`src/rtl/phy_scrambler_pkg.sv`:
```
// phy_scrambler_pkg: shared 802.11a scrambler constants, FSM states and LFSR step (S(x) = x^7 + x^4 + 1)
package phy_scrambler_pkg;
  localparam int SEED_LEN = 7;
  localparam int SERVICE_LEN_DEFAULT = 16;
  localparam int TAP_A = 6;
  localparam int TAP_B = 3;
  typedef enum logic [1:0] {IDLE, SEED, RUN, FLUSH} desc_state_t;
  function automatic logic [SEED_LEN:0] lfsr_step(input logic [SEED_LEN-1:0] s);
    logic fb;
    fb = s[TAP_A] ^ s[TAP_B];
    return {s[SEED_LEN-2:0], fb, fb};
  endfunction
endpackage

```
`src/rtl/scrambler_lfsr_core.sv`:
```
// scrambler_lfsr_core: 7-bit LFSR with serial-load (seed) and free-run modes
module scrambler_lfsr_core
  import phy_scrambler_pkg::*;
(
  input  logic                clk,
  input  logic                reset,
  input  logic                clr,
  input  logic                en,
  input  logic                load,
  input  logic                x,
  output logic [SEED_LEN-1:0] state,
  output logic                fb
);
  logic [SEED_LEN:0] step;
  always_comb step = lfsr_step(state);
  assign fb = step[0];
  always_ff @(posedge clk)
    if (!reset || clr) state <= '0;
    else if (en) state <= load ? {state[SEED_LEN-2:0], x} : step[SEED_LEN:1];
endmodule

```
`src/rtl/service_descrambler.sv`:
```
// service_descrambler: recovers the scrambler seed from SERVICE bits and descrambles the frame; `SERVICE_STRIP_EN drops SERVICE outputs
module service_descrambler
  import phy_scrambler_pkg::*;
#(
  parameter int SERVICE_LEN = SERVICE_LEN_DEFAULT
) (
  input  logic                clk,
  input  logic                reset,
  input  logic                start,
  input  logic                run,
  input  logic                x,
  input  logic                last,
  output logic                rdy,
  output logic                x_descrambled,
  output logic                valid,
  output logic                last_out,
  output logic [SEED_LEN-1:0] seed_state,
  output logic                seed_valid
);
  localparam int CW = $clog2(SERVICE_LEN + 1);
  desc_state_t st;
  logic [CW-1:0] cnt;
  logic [SEED_LEN-1:0] lfsr;
  logic fb, acc, dbit, seed_done, ov, ox;
  assign rdy = (st == SEED) || (st == RUN);
  assign acc = run & rdy;
  assign dbit = (st == RUN) & (x ^ fb);
  assign seed_done = (st == SEED) && (cnt == CW'(SEED_LEN - 1));
`ifdef SERVICE_STRIP_EN
  logic in_svc;
  assign in_svc = cnt < CW'(SERVICE_LEN);
  assign ov = acc & (!in_svc | last);
  assign ox = acc & !in_svc & dbit;
`else
  assign ov = acc;
  assign ox = acc & dbit;
`endif
  scrambler_lfsr_core u_lfsr (
    .clk(clk), .reset(reset), .clr(start), .en(acc), .load(st == SEED),
    .x(x), .state(lfsr), .fb(fb)
  );
  always_ff @(posedge clk)
    if (!reset) begin
      st <= IDLE;
      cnt <= '0;
      x_descrambled <= 1'b0;
      valid <= 1'b0;
      last_out <= 1'b0;
      seed_state <= '0;
      seed_valid <= 1'b0;
    end else begin
      valid <= ov;
      x_descrambled <= ox;
      last_out <= acc & last;
      if (start) begin
        st <= SEED;
        cnt <= '0;
        seed_valid <= 1'b0;
      end else if (st == FLUSH) st <= IDLE;
      else if (acc) begin
        cnt <= (cnt == CW'(SERVICE_LEN)) ? cnt : cnt + 1'b1;
        st <= last ? FLUSH : seed_done ? RUN : st;
        if (seed_done) begin
          seed_valid <= 1'b1;
          seed_state <= {lfsr[SEED_LEN-2:0], x};
        end
      end
    end
endmodule

```
`config.mk`:
```
export PLATFORM = sky130hd
export DESIGN_NAME = service_descrambler
export DESIGN_NICKNAME = d
export VERILOG_FILES = /design/src/rtl/phy_scrambler_pkg.sv /design/src/rtl/scrambler_lfsr_core.sv /design/src/rtl/service_descrambler.sv
export SDC_FILE = /design/constraint.sdc
export NUM_CORES = 1
export LEC_CHECK = 0
export ABC_AREA = 1
export CORE_MARGIN = 4
export CORE_UTILIZATION = 25
export CTS_CLUSTER_DIAMETER = 40
export CTS_CLUSTER_SIZE = 24
export DETAILED_ROUTE_END_ITERATION = 6
export HOLD_SLACK_MARGIN = 0.02
export SYNTH_ARGS = -nofsm -noshare
export SYNTH_HDL_FRONTEND = slang
export SYNTH_SLANG_ARGS = --single-unit
```
`constraint.sdc`:
```
create_clock -name clk -period 1.65 [get_ports clk]
set_input_delay 0.33 -clock clk [delete_from_list [all_inputs] [get_ports clk]]
set_output_delay 0.33 -clock clk [all_outputs]
set_load 0.02 [all_outputs]
```
==> results of run 1 <==
[cells in the final DEF (no fill, tap or decap)]
| master | netlist | final |
|---|---|---|
| o21bai_1 | 1 | 1 |
| ha_1 | 6 | 6 |
| nor2_1 | 32 | 32 |
| inv_2 | 5 | 5 |
| o21ai_0 | 9 | 9 |
| clkbuf_8 | 1 | 3 |
| xor2_1 | 2 | 2 |
| clkbuf_1 | 0 | 1 |
| buf_4 | 0 | 4 |
| nand3_1 | 6 | 6 |
| dfxtp_1 | 25 | 25 |
| nor2_4 | 5 | 5 |
| clkdlybuf4s50_1 | 0 | 16 |
| buf_2 | 0 | 1 |
| nand2_1 | 38 | 38 |
| nand2_4 | 1 | 1 |
| nand4_1 | 2 | 2 |
| a21oi_1 | 8 | 8 |
| nand2_2 | 2 | 2 |
| inv_1 | 18 | 18 |
| nand3_4 | 1 | 1 |
| a31oi_1 | 1 | 1 |
[report_power, final]
part / internal [uW] / switching, uW / leakage (uW)
sequential: 613 / 7.05 / 0.000202
clock: 173 / 190 / 0.0000228
combinational: 47.0 / 69.0 / 0.000424
[layout make-up]
class | instances | area (sq um)
clock buffer | 4 | 45.0
fill | 550 | 3250
inverter | 23 | 86.3
multi-input combinational | 114 | 594
sequential | 25 | 500
tap | 67 | 83.8
timing repair buffer | 21 | 195
[flip-flops by register name, indices dropped and copies added, names as in the netlist]
register,count
last_out,1
seed_state,7
u_lfsr.state,7
x_descrambled,1
seed_valid,1
cnt,5
valid,1
st,2
[stage by stage]
stage | util | std cells
4_1_cts | 0.318 | 254
2_1_floorplan | - | 166
3_3_place_gp | 0.308 | 250
3_5_place_dp | 0.308 | 250
5_1_grt | 0.317 | 254
6_report | 0.317 | 254
[cells by family (layout without fill, tap and decap cells)]
kind of cell | count (synthesis) | in the layout | synth area share
xor gates and xnor gates | 2 | 2 | 0.0143
and+or+nand+nor | 87 | 87 | 0.328
adders and majority gates | 6 | 6 | 0.0611
DFF | 25 | 25 | 0.407
buffers and inverters | 27 | 48 | 0.109
AOI/OAI and AO/OA | 19 | 19 | 0.0805
[timing repair]
| item | in CTS | in global routing |
|---|---|---|
| gates cloned | 0 | 0 |
| resized for setup | 3 | 1 |
| pin swaps | 0 | 0 |
| setup endpoints to repair | 1 | 1 |
[routing by layer]
layer	up-vias	share of wire
met3	4	0.051
met4	0	0.0092
met1	428	0.53
met5	-	0
li1	554	-
met2	18	0.41
[how the worst max path moves through the flow]
stage | end | start | depth (start not counted) | slack (ns)
after detailed placement | rdy | st[0] | 4 | -0.02
after global routing | seed_state[2] | st[0] | 8 | 0.01
after floorplan | st[0] | st[0] | 9 | 0.15
final | seed_valid | seed_valid | 1 | 0.11
after global placement | rdy | st[0] | 4 | -0.004
after CTS | rdy | st[0] | 4 | 0.004
==> run_results.csv, run 1 <==
group,metric,value,unit
outcome,status,"finished clean",
sta,hold_violations,0,
final_layout,nets,200,
global_routing,top_usage_layer,"met2",
logic_synthesis,seq_area_frac_synth,0.407,
placed_design,place_area,1470,sq um
worst_setup_path,path_buf_inv,1,
final_layout,final_area,1510,sq um
worst_setup_path,critPathKind,"register to primary output",
clock_network,cts_num_sinks,25,
global_routing,antenna_found_initial,0,
hold_path,min_to,"seed_valid",
worst_setup_path,crit_chain,"clkdlybuf4s50_1",
worst_setup_path,critPathCaptureType,"primary output",
clock_network,h-tree-depth,1,
sta,max_slew_margin,0.783,
logic_synthesis,async_flop_share,0,
clock_network,cts_tree,"yes",
logic_synthesis,synth_area,1230,sq um
sta,setup_viol,0,
worst_setup_path,r2r_start,"st[0]",
logic_synthesis,synth_cell_type_count,19,
floorplanning,io_pins,18,
clock_network,cts_hold_buf,0,
final_layout,areaGrowthSynthToFinish,22.5,%
floorplanning,num_rows,25,
floorplanning,dieArea,6100,sq um
logic_synthesis,ys.flop_type,"dfxtp_1",
sta,grt_setup_unrepaired,"false",
hold_path,hp-class,"register to register",
sta,fmax,650,MHz
floorplanning,die_w,78.1,um
global_routing,grt_use_total,0.0762,
global_routing,grt-ovfl-total,0,
routing,vias_per_cell,3.95,
worst_setup_path,rrSetupSlack,0.14,ns
worst_setup_path,timing.rr.end,"seed_state[4]",
worst_setup_path,critPathTopFamily,"buffers and inverters",
logic_synthesis,yosysMostFrequentCell,"nand2_1",
worst_setup_path,critical_path.max_fanout,2,
placed_design,place_ws,-0.0182,ns
sta,finalCritPeriodShare,0.933,
worst_setup_path,start_kind,"register",
clock_network,root_buffer,"clkbuf_8",
routing,drc,0,
logic_synthesis,yosysTopAreaCellShare,0.407,
logic_synthesis,avgSynthCellArea,7.40,sq um
routing,routed_wl,2180,um
routing,drt_iter0_drc,70,
routing,antenna_left,0,
final_layout,n_antenna_cell,0,
routing,dr.pass1.iters,4,
logic_synthesis,syn-instance-count,166,
placed_design,io_buffers,17,
worst_setup_path,cpPeakStageDelay,0.60,ns
flow_run,maxCapViolCount,0,
routing,vias,1004,
logic_synthesis,synth_fp_nets,178,
global_routing,globalRouteMet2Util,0.112,
worst_setup_path,cp_slowest_cell,"clkdlybuf4s50_1",
global_routing,grt_max_degree,15,
hold_path,holdPathStages,2,
sta,layout_setup_ws,0.111,ns
placed_design,dpl.hpwl,1640,um
routing,wl_per_cell,8.57,um
global_routing,grt_pass1_wl,3750,um
logic_synthesis,ys.warnings.count,0,
power,peakVddDrop,0.000416,V
worst_setup_path,reg2reg_depth,8,
sta,worstMarginPinSlew,0.326,ns
logic_synthesis,synth-seq-cells,25,
power,p_leak,0.000649,uW
hold_path,min-delay-start,"seed_valid",
final_layout,drive_gt1_frac,0.118,
floorplanning,fp.dieH,78.1,um
sta,clock_skew,0.00740,ns
sta,maxSlewViolCount,0,
logic_synthesis,synth_edf_count,0,
clock_network,cts_buffers,3,
clock_network,clock_latency,0.27,ns
clock_network,path_clk_slew,0.09,ns
sta,period_minus_slack,1.54,ns
floorplanning,design.core.area,4750,sq um
sta,fin_setup_tns,0,ns
placed_design,gp_congestion,0.756,
logic_synthesis,yosys.area.top_type,"dfxtp_1",
power,finalPower,1100,uW
worst_setup_path,required,1.32,ns
power,powerDensity,730,nW/um^2
clock_network,clockBufferDepth,2,
logic_synthesis,synth.area.top_cells,"dfxtp_1 41%, nand2_1 12%, nor2_1 9.8%",
logic_synthesis,ys_top_cells_by_count,"38 x nand2_1, 32 x nor2_1, 25 x dfxtp_1",
global_routing,grt_pass1_vias,886,
worst_setup_path,cp.arrival,1.21,ns
global_routing,grt_util_met1,0.102,
floorplanning,initial_core_util,0.258,
global_routing,grt_util_met3,0.0321,
clock_network,cts_setup_buffers,0,
sta,holdWs,0.478,ns
(Power assumes the default switching activity.)
==> run 2: changes to the inputs <==
--- a/config.mk
+++ b/config.mk
@@ -6,7 +6,7 @@
 export NUM_CORES = 1
 export LEC_CHECK = 0
 export ABC_AREA = 1
-export CORE_MARGIN = 4
+export CORE_MARGIN = 5
 export CORE_UTILIZATION = 25
 export CTS_CLUSTER_DIAMETER = 40
 export CTS_CLUSTER_SIZE = 24
==> run_results.csv, run 2 (same netlist as run 1, synthesis figures left out) <==
group,metric,value,unit
outcome,status,"finished clean",
power,internal-power,831,uW
power,combPwrFrac,0.105,
global_routing,grt-ovfl-total,0,
sta,fmax,650,MHz
routing,vias,1015,
floorplanning,num_rows,25,
worst_setup_path,path_buf_inv,1,
routing,wl_per_cell,8.91,um
placed_design,place_ws,-0.0104,ns
hold_path,min_to,"seed_valid",
floorplanning,dieArea,6420,sq um
hold_path,holdPathStages,2,
routing,vias_per_cell,4.00,
final_layout,layout_common_cells,"38 x nand2_1, 32 x nor2_1, 25 x dfxtp_1, 18 x inv_1, 16 x clkdlybuf4s50_1",
worst_setup_path,r2r_start,"st[0]",
final_layout,drive_gt1_frac,0.123,
power,pwr-share-seq,0.559,
sta,clock_skew,0.00586,ns
sta,maxSlewViolCount,0,
sta,max_slew_margin,0.777,
worst_setup_path,required,1.32,ns
floorplanning,initial_core_util,0.258,
clock_network,cts_tree,"yes",
power,finalPower,1110,uW
global_routing,grt_max_degree,16,
worst_setup_path,cp_slowest_cell,"clkdlybuf4s50_1",
sta,setup_viol,0,
clock_network,ctsResizeCount,3,
placed_design,io_buffers,17,
final_layout,final_area,1510,sq um
floorplanning,fp.dieH,80.1,um
global_routing,antenna_found_initial,0,
power,peakVddDrop,0.000508,V
floorplanning,die_w,80.1,um
power,powerDensity,734,nW/um^2
worst_setup_path,cp.arrival,1.21,ns
floorplanning,io_pins,18,
sta,hold_violations,0,
clock_network,clockBufferDepth,2,
worst_setup_path,critical_path.max_fanout,2,
routing,drt_iter0_drc,39,
power,netSwitchingPower,277,uW
worst_setup_path,critPathKind,"register to primary output",
sta,period_minus_slack,1.54,ns
sta,layout_setup_ws,0.112,ns
clock_network,cts_hold_buf,0,
hold_path,min-delay-start,"seed_valid",
worst_setup_path,start_kind,"register",
clock_network,h-tree-depth,1,
power,switching_share,0.250,
final_layout,areaGrowthSynthToFinish,22.8,%
final_layout,final_common_cell,"nand2_1",
power,clkPwrFrac,0.335,
routing,dr.pass1.iters,4,
worst_setup_path,critPathTopFamily,"buffers and inverters",
worst_setup_path,cpPeakStageDelay,0.60,ns
clock_network,clock_latency,0.27,ns
final_layout,n_fill_cell,554,
clock_network,path_clk_slew,0.09,ns
routing,routed_wl,2260,um
worst_setup_path,critPathCaptureType,"primary output",
worst_setup_path,crit_chain,"clkdlybuf4s50_1",
global_routing,grt_use_total,0.0748,
final_layout,nets,200,
hold_path,hp-class,"register to register",
sta,worstMarginPinSlew,0.334,ns
global_routing,grt_pass1_vias,898,
routing,drc,0,
final_layout,reg_top3,"seed_state: 7 flops, u_lfsr.state: 7 flops, cnt: 5 flops",
placed_design,gp_congestion,0.742,
sta,grt_setup_unrepaired,"false",
final_layout,n_antenna_cell,0,
worst_setup_path,rrSetupSlack,0.15,ns
worst_setup_path,timing.rr.end,"seed_state[2]",
clock_network,root_buffer,"clkbuf_8",
clock_network,cts_setup_buffers,0,
flow_run,maxCapViolCount,0,
sta,fin_setup_tns,0,ns
routing,antenna_left,0,
placed_design,place_area,1470,sq um
sta,finalCritPeriodShare,0.932,
placed_design,dpl.hpwl,1700,um
power,p_leak,0.000648,uW
global_routing,grt_pass1_wl,3940,um
clock_network,cts_num_sinks,25,
worst_setup_path,cp.depth,1,
clock_network,cts_buffers,3,
floorplanning,design.core.area,4750,sq um
worst_setup_path,reg2reg_depth,8,
==> run 2: layer usage <==
metal	track usage	vias up	wire length (um)
li1	-	553	-
met5	0	-	0
met4	0.00507	0	11
met2	0.118	16	987
met3	0.0280	2	120
met1	0.101	444	1140
==> run 2: worst min-delay path, delay by kind of cell, from the launching register on <==
| kind | cells | cell delay [ns] |
|---|---|---|
| flops | 1 | 0.33 |
| compound gates | 1 | 0.06 |
| simple gates | 1 | 0.05 |
==> run 2: power groups by stage <==
stage | registers (uW) | clock network [uW] | logic (uW)
2_1_floorplan | 636 | 0 | 75.3
3_3_place_gp | 634 | 0 | 120
3_5_place_dp | 634 | 0 | 120
4_1_cts | 620 | 393 | 121
5_1_grt | 622 | 415 | 132
6_report | 620 | 371 | 117
==> run 2: stage by stage <==
stage,hold WS [ns],std cells,utilization
4_1_cts,0.488,254,0.319
6_report,0.480,254,0.317
5_1_grt,0.511,254,0.317
3_5_place_dp,0.460,250,0.308
2_1_floorplan,0.453,166,-
3_3_place_gp,0.469,250,0.308
==> run 2: cell type report <==
class,count,area (sq um),area share
flip-flops and latches,25,500,0.332
inverters,23,86.3,0.0572
repair buffers,21,195,0.129
clock inverters,1,7.51,0.00498
well taps,67,83.8,0.0556
multi-input cells,114,594,0.394
clock buffers,3,41.3,0.0274
==> run 2: worst max path at each step <==
stage	startpoint	endpoint	slack [ns]
floorplan	st[0]	st[0]	0.15
global placement	st[0]	rdy	-0.005
detailed placement	st[0]	rdy	-0.01
CTS	st[0]	rdy	0.02
global route	st[0]	seed_state[6]	0.008
finish	seed_state[6]	seed_state[6]	0.11
==> run 3: changes to the inputs <==
--- a/config.mk
+++ b/config.mk
@@ -11,7 +11,7 @@
 export CTS_CLUSTER_DIAMETER = 40
 export CTS_CLUSTER_SIZE = 24
 export DETAILED_ROUTE_END_ITERATION = 6
-export HOLD_SLACK_MARGIN = 0.02
+export HOLD_SLACK_MARGIN = 0.12
 export SYNTH_ARGS = -nofsm -noshare
 export SYNTH_HDL_FRONTEND = slang
 export SYNTH_SLANG_ARGS = --single-unit
==> results of run 3 <==
Final layout, timing and power as in run 2 (identical DEF).
